**src/rtl/encode_pkg.sv**
```systemverilog
// Shared definitions for the round encoder: FSM states, byte width and the
// default byte-emission threshold.
package encode_pkg;

  localparam int BYTE_W        = 8;
  localparam int LIMIT_DEFAULT = 16384;

  typedef enum logic [2:0] {
    ST_IDLE,
    ST_LOAD0,
    ST_LOAD1,
    ST_MUL,
    ST_EMIT,
    ST_PUSH,
    ST_DONE
  } state_e;

endpackage

```
**src/rtl/encode_round_stream_if.sv**
```systemverilog
// Stream bundle for the round encoder: residue input, emitted bytes and
// next-round residues. The slave modport is the encoder side.
interface encode_round_stream_if
  import encode_pkg::*;
#(
  parameter int D_SIZE = 14
) ();

  // Every stream uses strict valid/ready: a transfer happens on a posedge where
  // valid and ready are both high; a raised valid and its payload stay
  // constant until that transfer, and ready may never wait on valid dropping.
  logic              in_valid;
  logic              in_ready;
  logic [D_SIZE-1:0] in_data;
  logic              in_last;

  logic              out_valid;
  logic              out_ready;
  logic [BYTE_W-1:0] out_byte;

  logic              nx_valid;
  logic              nx_ready;
  logic [D_SIZE-1:0] nx_data;
  logic              nx_last;

  modport slave (
    input  in_valid, in_data, in_last, out_ready, nx_ready,
    output in_ready, out_valid, out_byte, nx_valid, nx_data, nx_last
  );

  modport master (
    output in_valid, in_data, in_last, out_ready, nx_ready,
    input  in_ready, out_valid, out_byte, nx_valid, nx_data, nx_last
  );

endinterface

```
**src/rtl/encode_mulacc.sv**
```systemverilog
// Combinational pair combiner: r = r0 + r1*mp and m = m0*mp, both carried at
// twice the modulus width.
module encode_mulacc #(
  parameter int D_SIZE  = 14,
  parameter int M_WIDTH = 14
) (
  input  logic [D_SIZE-1:0]    r0,
  input  logic [D_SIZE-1:0]    r1,
  input  logic [M_WIDTH-1:0]   mp,
  input  logic [M_WIDTH-1:0]   m0,
  output logic [2*M_WIDTH-1:0] r,
  output logic [2*M_WIDTH-1:0] m
);

  localparam int PW = 2 * M_WIDTH;

  // The caller keeps moduli below 2^M_WIDTH, so neither result overflows PW.
  assign r = PW'(r0) + PW'(r1) * PW'(mp);
  assign m = PW'(m0) * PW'(mp);

endmodule

```
**src/rtl/encode_round_stream.sv**
```systemverilog
// One round of residue-pair encoding: combine pairs, emit low bytes while the
// modulus is large, forward the reduced residue. ENCODE_FINAL_ROUND_EN adds
// the final_round input for single-element last rounds.
module encode_round_stream
  import encode_pkg::*;
#(
  parameter int D_SIZE  = 14,
  parameter int M_WIDTH = 14,
  parameter int LIMIT   = LIMIT_DEFAULT
) (
  input  logic                 clk,
  input  logic                 rst_n,
  input  logic                 start,
  input  logic [M_WIDTH-1:0]   m0,
  input  logic [M_WIDTH-1:0]   mlast,
`ifdef ENCODE_FINAL_ROUND_EN
  input  logic                 final_round,
`endif
  encode_round_stream_if.slave bus,
  output logic [M_WIDTH-1:0]   nx_m0,
  output logic [M_WIDTH-1:0]   nx_mlast,
  output logic                 busy,
  output logic                 done,
  output state_e               fsm_state
);

  localparam int PW = 2 * M_WIDTH;
  localparam logic [PW-1:0] LIMIT_W = PW'(LIMIT);

  state_e state_q, state_d;

  logic [PW-1:0]      r_q, m_q;
  logic [D_SIZE-1:0]  r0_q, r1_q;
  logic [M_WIDTH-1:0] m0_q, mlast_q;
  logic               last_q, is_pair_q, first_seen_q;
  logic               final_q, tail_fin;

  logic [PW-1:0]      prod_r, prod_m;
  logic [M_WIDTH-1:0] mp;
  logic [PW:0]        m_sum;
  logic [PW-1:0]      m_shift, r_shift;
  logic               in_fire, out_fire, nx_fire;

`ifdef ENCODE_FINAL_ROUND_EN
  always_ff @(posedge clk) begin
    if (!rst_n) begin
      final_q <= 1'b0;
    end else if (state_q == ST_IDLE && start) begin
      final_q <= final_round;
    end
  end
`else
  assign final_q = 1'b0;
`endif

  // A lone final element of a final round drains down to m <= 1 instead.
  assign tail_fin = final_q & ~is_pair_q;

  function automatic logic want_emit(input logic [PW-1:0] mv, input logic fin);
    if (fin) return mv > PW'(1);
    return mv >= LIMIT_W;
  endfunction

  assign mp = last_q ? mlast_q : m0_q;

  encode_mulacc #(
    .D_SIZE (D_SIZE),
    .M_WIDTH(M_WIDTH)
  ) u_mulacc (
    .r0(r0_q),
    .r1(r1_q),
    .mp(mp),
    .m0(m0_q),
    .r (prod_r),
    .m (prod_m)
  );

  // Ceiling divide of m by 256 after a byte leaves.
  assign m_sum   = {1'b0, m_q} + (PW + 1)'(8'hFF);
  assign m_shift = {{(BYTE_W - 1){1'b0}}, m_sum[PW:BYTE_W]};
  assign r_shift = r_q >> BYTE_W;

  assign in_fire  = bus.in_valid & bus.in_ready;
  assign out_fire = bus.out_valid & bus.out_ready;
  assign nx_fire  = bus.nx_valid & bus.nx_ready;

  assign bus.out_byte = r_q[BYTE_W-1:0];
  assign bus.nx_data  = r_q[D_SIZE-1:0];
  assign bus.nx_last  = last_q;
  assign fsm_state    = state_q;

  always_ff @(posedge clk) begin
    if (!rst_n) state_q <= ST_IDLE;
    else        state_q <= state_d;
  end

  always_comb begin
    state_d       = state_q;
    bus.in_ready  = 1'b0;
    bus.out_valid = 1'b0;
    bus.nx_valid  = 1'b0;
    busy          = 1'b0;
    done          = 1'b0;
    unique case (state_q)
      ST_IDLE: begin
        if (start) state_d = ST_LOAD0;
      end
      ST_LOAD0: begin
        busy         = 1'b1;
        bus.in_ready = 1'b1;
        if (bus.in_valid) begin
          if (!bus.in_last)  state_d = ST_LOAD1;
          else if (final_q)  state_d = want_emit(PW'(mlast_q), 1'b1) ? ST_EMIT : ST_DONE;
          else               state_d = ST_PUSH;
        end
      end
      ST_LOAD1: begin
        busy         = 1'b1;
        bus.in_ready = 1'b1;
        if (bus.in_valid) state_d = ST_MUL;
      end
      ST_MUL: begin
        busy    = 1'b1;
        state_d = want_emit(prod_m, 1'b0) ? ST_EMIT : ST_PUSH;
      end
      ST_EMIT: begin
        busy          = 1'b1;
        bus.out_valid = 1'b1;
        // Look ahead at the reduced m so the last byte leaves EMIT directly.
        if (bus.out_ready) begin
          if (want_emit(m_shift, tail_fin)) state_d = ST_EMIT;
          else if (tail_fin)                state_d = ST_DONE;
          else                              state_d = ST_PUSH;
        end
      end
      ST_PUSH: begin
        busy         = 1'b1;
        bus.nx_valid = 1'b1;
        if (bus.nx_ready) state_d = last_q ? ST_DONE : ST_LOAD0;
      end
      ST_DONE: begin
        done    = 1'b1;
        state_d = ST_IDLE;
      end
      default: state_d = ST_IDLE;
    endcase
  end

  always_ff @(posedge clk) begin
    if (!rst_n) begin
      r_q          <= '0;
      m_q          <= '0;
      r0_q         <= '0;
      r1_q         <= '0;
      m0_q         <= '0;
      mlast_q      <= '0;
      last_q       <= 1'b0;
      is_pair_q    <= 1'b0;
      first_seen_q <= 1'b0;
      nx_m0        <= '0;
      nx_mlast     <= '0;
    end else begin
      unique case (state_q)
        ST_IDLE: begin
          if (start) begin
            m0_q         <= m0;
            mlast_q      <= mlast;
            first_seen_q <= 1'b0;
          end
        end
        ST_LOAD0: begin
          if (in_fire) begin
            r0_q      <= bus.in_data;
            last_q    <= bus.in_last;
            is_pair_q <= ~bus.in_last;
            if (bus.in_last) begin
              r_q <= PW'(bus.in_data);
              m_q <= PW'(mlast_q);
            end
          end
        end
        ST_LOAD1: begin
          if (in_fire) begin
            r1_q   <= bus.in_data;
            last_q <= bus.in_last;
          end
        end
        ST_MUL: begin
          r_q <= prod_r;
          m_q <= prod_m;
        end
        ST_EMIT: begin
          if (out_fire) begin
            r_q <= r_shift;
            m_q <= m_shift;
          end
        end
        ST_PUSH: begin
          // m is fully reduced here, so it fits the next-round modulus width.
          if (nx_fire) begin
            if (is_pair_q && !first_seen_q) begin
              nx_m0        <= m_q[M_WIDTH-1:0];
              first_seen_q <= 1'b1;
            end
            if (last_q) nx_mlast <= m_q[M_WIDTH-1:0];
          end
        end
        default: ;
      endcase
    end
  end

endmodule

```
**src/flat_wrapper.sv**
```systemverilog
// flat-port wrapper written by rule: the top's interface ports become plain ports
module encode_round_stream_flat import encode_pkg::*;
#(
  parameter int D_SIZE  = 14,
  parameter int M_WIDTH = 14,
  parameter int LIMIT   = LIMIT_DEFAULT
)
  (clk, rst_n, start, m0, mlast, nx_m0, nx_mlast, busy, done, fsm_state, bus_in_valid, bus_in_data, bus_in_last, bus_out_ready, bus_nx_ready, bus_in_ready, bus_out_valid, bus_out_byte, bus_nx_valid, bus_nx_data, bus_nx_last);
  encode_round_stream_if #(.D_SIZE(D_SIZE)) bus_i ();
  input  logic clk;
  input  logic rst_n;
  input  logic start;
  input  logic [M_WIDTH-1:0] m0;
  input  logic [M_WIDTH-1:0] mlast;
  output logic [M_WIDTH-1:0] nx_m0;
  output logic [M_WIDTH-1:0] nx_mlast;
  output logic busy;
  output logic done;
  output state_e fsm_state;
  input wire logic [$bits(bus_i.in_valid)-1:0] bus_in_valid;
  input wire logic [$bits(bus_i.in_data)-1:0] bus_in_data;
  input wire logic [$bits(bus_i.in_last)-1:0] bus_in_last;
  input wire logic [$bits(bus_i.out_ready)-1:0] bus_out_ready;
  input wire logic [$bits(bus_i.nx_ready)-1:0] bus_nx_ready;
  output wire logic [$bits(bus_i.in_ready)-1:0] bus_in_ready;
  output wire logic [$bits(bus_i.out_valid)-1:0] bus_out_valid;
  output wire logic [$bits(bus_i.out_byte)-1:0] bus_out_byte;
  output wire logic [$bits(bus_i.nx_valid)-1:0] bus_nx_valid;
  output wire logic [$bits(bus_i.nx_data)-1:0] bus_nx_data;
  output wire logic [$bits(bus_i.nx_last)-1:0] bus_nx_last;
  assign bus_i.in_valid = bus_in_valid;
  assign bus_i.in_data = bus_in_data;
  assign bus_i.in_last = bus_in_last;
  assign bus_i.out_ready = bus_out_ready;
  assign bus_i.nx_ready = bus_nx_ready;
  assign bus_in_ready = bus_i.in_ready;
  assign bus_out_valid = bus_i.out_valid;
  assign bus_out_byte = bus_i.out_byte;
  assign bus_nx_valid = bus_i.nx_valid;
  assign bus_nx_data = bus_i.nx_data;
  assign bus_nx_last = bus_i.nx_last;
  encode_round_stream #(.D_SIZE(D_SIZE), .M_WIDTH(M_WIDTH), .LIMIT(LIMIT)) u_core (.clk(clk), .rst_n(rst_n), .start(start), .m0(m0), .mlast(mlast), .bus(bus_i), .nx_m0(nx_m0), .nx_mlast(nx_mlast), .busy(busy), .done(done), .fsm_state(fsm_state));
endmodule
```
**config.mk**
```make
export PLATFORM = sky130hd
export DESIGN_NAME = encode_round_stream_flat
export DESIGN_NICKNAME = d
export VERILOG_FILES = /design/src/rtl/encode_pkg.sv /design/src/rtl/encode_round_stream_if.sv /design/src/rtl/encode_mulacc.sv /design/src/rtl/encode_round_stream.sv /design/src/flat_wrapper.sv
export SDC_FILE = /design/constraint.sdc
export NUM_CORES = 1
export LEC_CHECK = 0
export ABC_AREA = 1
export BUFFER_PORTS_ARGS = -buffer_cell sky130_fd_sc_hd__buf_4
export CAP_MARGIN = 20
export CORE_MARGIN = 2
export CORE_UTILIZATION = 55
export DETAILED_ROUTE_END_ITERATION = 10
export MAX_ROUTING_LAYER = met4
export PLACE_DENSITY = 0.83
export SLEW_MARGIN = 40
export SYNTH_ARGS = -nofsm -noshare
export SYNTH_HDL_FRONTEND = slang
export SYNTH_HIERARCHICAL = 1
export SYNTH_SLANG_ARGS = --single-unit
```
**constraint.sdc**
```tcl
create_clock -name clk -period 14.8 [get_ports clk]
set_input_delay 2.96 -clock clk [delete_from_list [all_inputs] [get_ports clk]]
set_output_delay 2.96 -clock clk [all_outputs]
set_load 0.03 [all_outputs]
```
## Word-level counts from Yosys, hierarchy flattened

Cells that the tools add are included.
Widths: inputs -> output; s select.

- Bits in registers: 146
- Input port bits: 49
- Output and inout bits: 59
- Logic and storage cells: 87

- $add $sub $neg: 2
- Multiply operators: 2
- Order comparisons: 2
- Eq/ne operators: 16
- Multiplexer cells: 33
- Bitwise gates (word level): 4
- Reduce and logical (&&, ||, !) cells: 16

Operator list:

| cell | count |
|---|---|
| $mux 28 | 6 |
| $pmux 28 s3 | 2 |
| $mul 14x14->28 | 2 |
| $add 28x8->29 const B | 1 |
| $add 14x28->28 | 1 |
| $ge 28x15->1 const B | 1 |
| $ge 21x15->1 const B | 1 |
| $mux 3 | 7 |
| $pmux 3 s6 | 1 |
| $mux 1 | 15 |
| $mux 14 | 1 |
| $ne 2x2->1 const B | 6 |
| $eq 3x3->1 const B | 3 |
| $ne 2x1->1 const B | 4 |
| $reduce_and 2->1 | 4 |
| $reduce_and 4->1 | 2 |
| $eq 3x2->1 const B | 2 |
| $reduce_and 3->1 | 2 |
| $reduce_and 5->1 | 1 |
| $reduce_or 5->1 | 1 |
| $and 1x1->1 | 3 |
| $eq 3x1->1 const B | 1 |
| $logic_not 3->1 | 1 |
| $reduce_bool 3->1 | 1 |
| other kinds (6) | 6 |

## Longest topological paths before layout

- Depth in word-level cells: 8
- Depth in mapped cells: 38
- Mapped depth without buffers: 34

## By module

The synthesis kept the hierarchy.

By module, submodules not included:

| module | times used | cells each | area each (um^2) | seq. area each (um^2) |
|---|---|---|---|---|
| encode_mulacc | 1 | 2089 | 14770.4 | 0.0 |
| encode_round_stream | 1 | 938 | 6677.7 | 2922.8 |

## Worst setup path before layout

Ideal clock, no wire load.

- Path kind: reg-to-reg
- Start: register u_core.last_q, in the netlist u_core/bus.nx_last
- End: register u_core.state_q[0], in the netlist u_core/fsm_state[0]
- Setup time: 70 ps
- Data arrival time: 6770 ps
- Data required time: 14730 ps
- Slack: 7959 ps
- Stages on the path, launching flop included: 31
- Period minus slack after synthesis: 6841 ps
- Cells stage by stage: dfxtp_1 > clkbuf_1 > clkbuf_1 > nand2_1 > o21ai_0 > clkbuf_1 > clkbuf_1 > nand2_1 > fa_1 > fa_1 > inv_1 > fa_1 > fa_1 > fa_1 > inv_1 > fa_1 > inv_1 > ha_1 > nand2_1 > nor2_1 > and2_2 > nand4_2 > nand4_1 > nand2_1 > nor4_1 > nand4_1 > o21ai_0 > inv_1 > nand2_1 > nand2_1 > a21oi_1

- Cells in the longest elaborated chain, start to end: 5

Ends and longest elaborated chain:

| what | RTL line | source |
|---|---|---|
| from (decl) | encode_round_stream.sv:35 | `logic last_q, is_pair_q, first_seen_q;` |
| from (signal assigned) | encode_round_stream.sv:174 | `last_q <= bus.in_last;` |
| from (signal assigned) | encode_round_stream.sv:185 | `last_q <= bus.in_last;` |
| $mux 14 | encode_round_stream.sv:64 | `assign mp = last_q ? mlast_q : m0_q;` |
| net u_core.mp[13] | encode_round_stream.sv:39 | `logic [M_WIDTH-1:0] mp;` |
| $mul 14x14->28 | encode_mulacc.sv:19 | `assign m = PW'(m0) * PW'(mp);` |
| net u_core.prod_m[21] | encode_round_stream.sv:38 | `logic [PW-1:0] prod_r, prod_m;` |
| $ge 28x15->1 | encode_round_stream.sv:61 | `return mv >= LIMIT_W;` |
| $mux 1 | encode_round_stream.sv:124 | `state_d = want_emit(prod_m, 1'b0) ? ST_EMIT : ST_PUSH;` |
| $pmux 3 s6 | encode_round_stream.sv:104 | `unique case (state_q)` |
| to (signal assigned) | encode_round_stream.sv:94 | `else state_q <= state_d;` |
| to (decl) | encode_round_stream.sv:30 | `state_e state_q, state_d;` |

The timed path passes the listed nets, and every way through them passes these cells. The select of a mux whose other input is x is not followed.
A chain may end at the register's enable or synchronous reset.

## Worst setup path in the final report

- Start: register u_core.m0_q[6]
- End: register u_core.state_q[0], in the netlist u_core/fsm_state[0]

- Cells in the longest elaborated chain, start to end: 5

Ends and longest elaborated chain:

| what | RTL line | source |
|---|---|---|
| from (decl) | encode_round_stream.sv:34 | `logic [M_WIDTH-1:0] m0_q, mlast_q;` |
| from (signal assigned) | encode_round_stream.sv:166 | `m0_q <= m0;` |
| $mux 14 | encode_round_stream.sv:64 |  |
| net u_core.mp[6] | encode_round_stream.sv:39 |  |
| $mul 14x14->28 | encode_mulacc.sv:19 |  |
| net u_core.prod_m[21] | encode_round_stream.sv:38 |  |
| $ge 28x15->1 | encode_round_stream.sv:61 |  |
| $mux 1 | encode_round_stream.sv:124 |  |
| $pmux 3 s6 | encode_round_stream.sv:104 |  |

The timed path passes the listed nets, and every way through them passes these cells.

==> results.py <==
metrics = {
    "run_status": {
        "outcome": "finished clean",
    },
    "worst_setup_path": {
        "slowest_delay_ns": 0.72,
        "ff2ff_path_depth": 31,
        "setup.worst_path.class": "register to register",
        "cp_slowest_cell": "dfxtp_1",
        "end_kind": "register",
        "path_common_cell": "nand2_1",
        "worstPathArrival_ns": 7.44,
        "path_max_fanout": 19,
        "crit_required_ns": 15.17,
        "start_kind": "register",
        "rrSetupSlack_ns": 7.73,
    },
    "floorplan": {
        "die_w_um": 201,
        "core_sq_um": 38600,
        "die_area_sq_um": 40600,
        "die_h_um": 201,
        "pin_count": 108,
        "initial_core_util": 0.556,
        "rows": 72,
    },
    "clock_network": {
        "htreeDepth": 4,
        "clockBufferDepth": 2,
        "clock_latency_ns": 0.45,
        "root_buffer": "clkbuf_16",
        "cts.sinks": 146,
        "ctsResizeCount": 0,
        "numCtsBuffers": 17,
        "hold_buffers": 0,
        "clkTransAtPathRegs_ns": 0.07,
        "cts_tree": "yes",
        "cts_setup_buffers": 0,
    },
    "placed_design": {
        "placed_area_sq_um": 22500,
        "io_buffers": 107,
        "dp_hpwl_um": 45400,
        "dp_slack_ns": 7.86,
        "gp_congestion": 0.982,
    },
    "cells_and_area": {
        "layout_commonest_cell": "nand2_1",
        "nets": 3559,
        "synthToLayoutAreaGrowth_pct": 7.60,
        "final_area_sq_um": 23100,
        "num_antenna_cells": 0,
        "drive_gt1_frac": 0.0746,
        "utilization": 0.599,
        "final_cell_mix": "840 x nand2_1, 694 x inv_1, 296 x fa_1, 184 x ha_1, 162 x nor2_1",
    },
    "drt": {
        "via_count": 19100,
        "routedWlPerCell_um": 16.3,
        "wl_um": 58000,
        "drc": 0,
        "drt_pass1_iterations": 6,
        "viasPerCell": 5.36,
        "ant_nets": 0,
        "dr.first_iter.drc_count": 1863,
    },
    "run": {
        "cap_viol_max_count": 0,
    },
    "sta": {
        "maxClockFrequency_mhz": 141,
        "worst_slew_pin_slew_ns": 0.860,
        "setup-tns-final_ns": 0,
        "hold_violations": 0,
        "setup_viol": 0,
        "slew_violations": 0,
        "rsz0062_at_grt": "no",
        "period_minus_slack_ns": 7.07,
        "finalWorstSetupSlack_ns": 7.73,
        "post-route-period-util": 0.478,
        "max_slew_margin": 0.426,
        "finClkSkew_ns": 0.00716,
    },
    "pwr": {
        "powerDensity_nw_per_um2": 122,
        "cellLeakagePower_nw": 13.4,
        "ir_drop_v": 0.000125,
        "power_mw": 2.82,
    },
    "grt": {
        "grt_pass1_vias": 19000,
        "grt.overflow.total": 0,
        "antenna_found_initial": 0,
        "grt_pass1_wl_um": 96200,
        "grt_max_degree": 59,
        "track_usage": 0.306,
    },
    "synth": {
        "ys_seq_elements": 146,
        "synth_top_cell_area_share": 0.276,
        "synth.area.top_cells": "fa_1 28%, nand2_1 15%, dfxtp_1 14%, inv_1 12%, ha_1 11%",
        "yosys.area.top_type": "fa_1",
        "ys_async_sr_fraction": 0,
        "synth-edff-count": 0,
        "synthesis.area_sq_um": 21400,
        "yosysSeqAreaShare": 0.136,
        "synth_cells": 3027,
        "synth_warnings": 6,
        "yosys_most_used_dff": "dfxtp_1",
        "avgSynthCellArea_sq_um": 7.09,
        "syn-num-nets": 3556,
        "synthDistinctLibCells": 46,
    },
    "worst_hold_path": {
        "min_path_type": "register to register",
        "min_delay_path_depth": 2,
    },
}
metal layers:
layer	routed length, um	track usage	share of wire
met4	1710	0.107	0.030
met1	25000	0.415	0.43
met5	0	-	0
met3	4940	0.0449	0.085
met2	26300	0.470	0.45
registers in the layout, indices dropped and copies added, names as in the netlist:
name                 count
u_core/m_q              28
u_core/r_q              28
u_core/m0_q             14
u_core/mlast_q          14
u_core/nx_m0            14
u_core/nx_mlast         14
u_core/r0_q             14
u_core/r1_q             14
u_core/fsm_state         3
u_core/bus.nx_last       1
u_core/first_seen_q      1
u_core/is_pair_q         1
critical path, delay by kind of cell, from the launching register on:
kind,cells,cell delay (ns)
fa+ha+maj,7,3.38
compound gates,3,0.75
flops,1,0.72
simple gates,13,1.24
buf+inv,8,0.87
cells by family after synthesis:
kind of cell,synth area share
adders and majority gates,0.384
AOI/OAI and AO/OA,0.0836
buffers and inverters,0.155
xor gates and xnor gates,0.0159
DFF,0.136
and+or+nand+nor,0.226
area by class of cell:
type | count | area (sq um)
flip-flops and latches | 146 | 2920
multi-input cells | 2025 | 15300
clock buffers | 18 | 429
clock inverters | 14 | 180
well taps | 518 | 648
repair buffers | 131 | 983
inverters | 709 | 2660
fillers | 3537 | 15500
metrics by stage:
stage,instances,hold WS (ns)
after floorplan,3027,0.439
after global placement,3529,0.451
after global routing,3561,0.477
after detailed placement,3529,0.453
final,3561,0.464
after CTS,3561,0.463
power by group:
group | switching [mW] | internal (mW)
registers | 0.127 | 0.469
clock network | 0.189 | 0.268
logic | 1.18 | 0.588
total | 1.49 | 1.33
path summary, 6_finish.rpt:
kind                  startpoint                   to
setup reg to reg  u_core/m0_q[6]  u_core/fsm_state[0]
setup / recovery  u_core/m0_q[6]  u_core/fsm_state[0]
hold reg to reg   u_core/r1_q[1]       u_core/r1_q[1]
hold / removal    u_core/r1_q[1]       u_core/r1_q[1]
synthesized netlist by cell type (7+ instances only):
cell / number
nand2_1: 840
inv_1: 694
fa_1: 296
ha_1: 184
nor2_1: 162
a21oi_1: 151
dfxtp_1: 146
o21ai_0: 109
clkbuf_1: 98
nand3_1: 93
xor2_1: 28
buf_4: 25
nand4_1: 23
a221oi_1: 19
buf_1: 15
nor2_2: 14
nand2_2: 12
inv_2: 11
xnor2_1: 11
o21ai_1: 10
and2_1: 9
a211oi_1: 8
buf_2: 8
nor3_1: 8
a41oi_1: 7
Note: power is estimated with default switching activity, not from simulation.
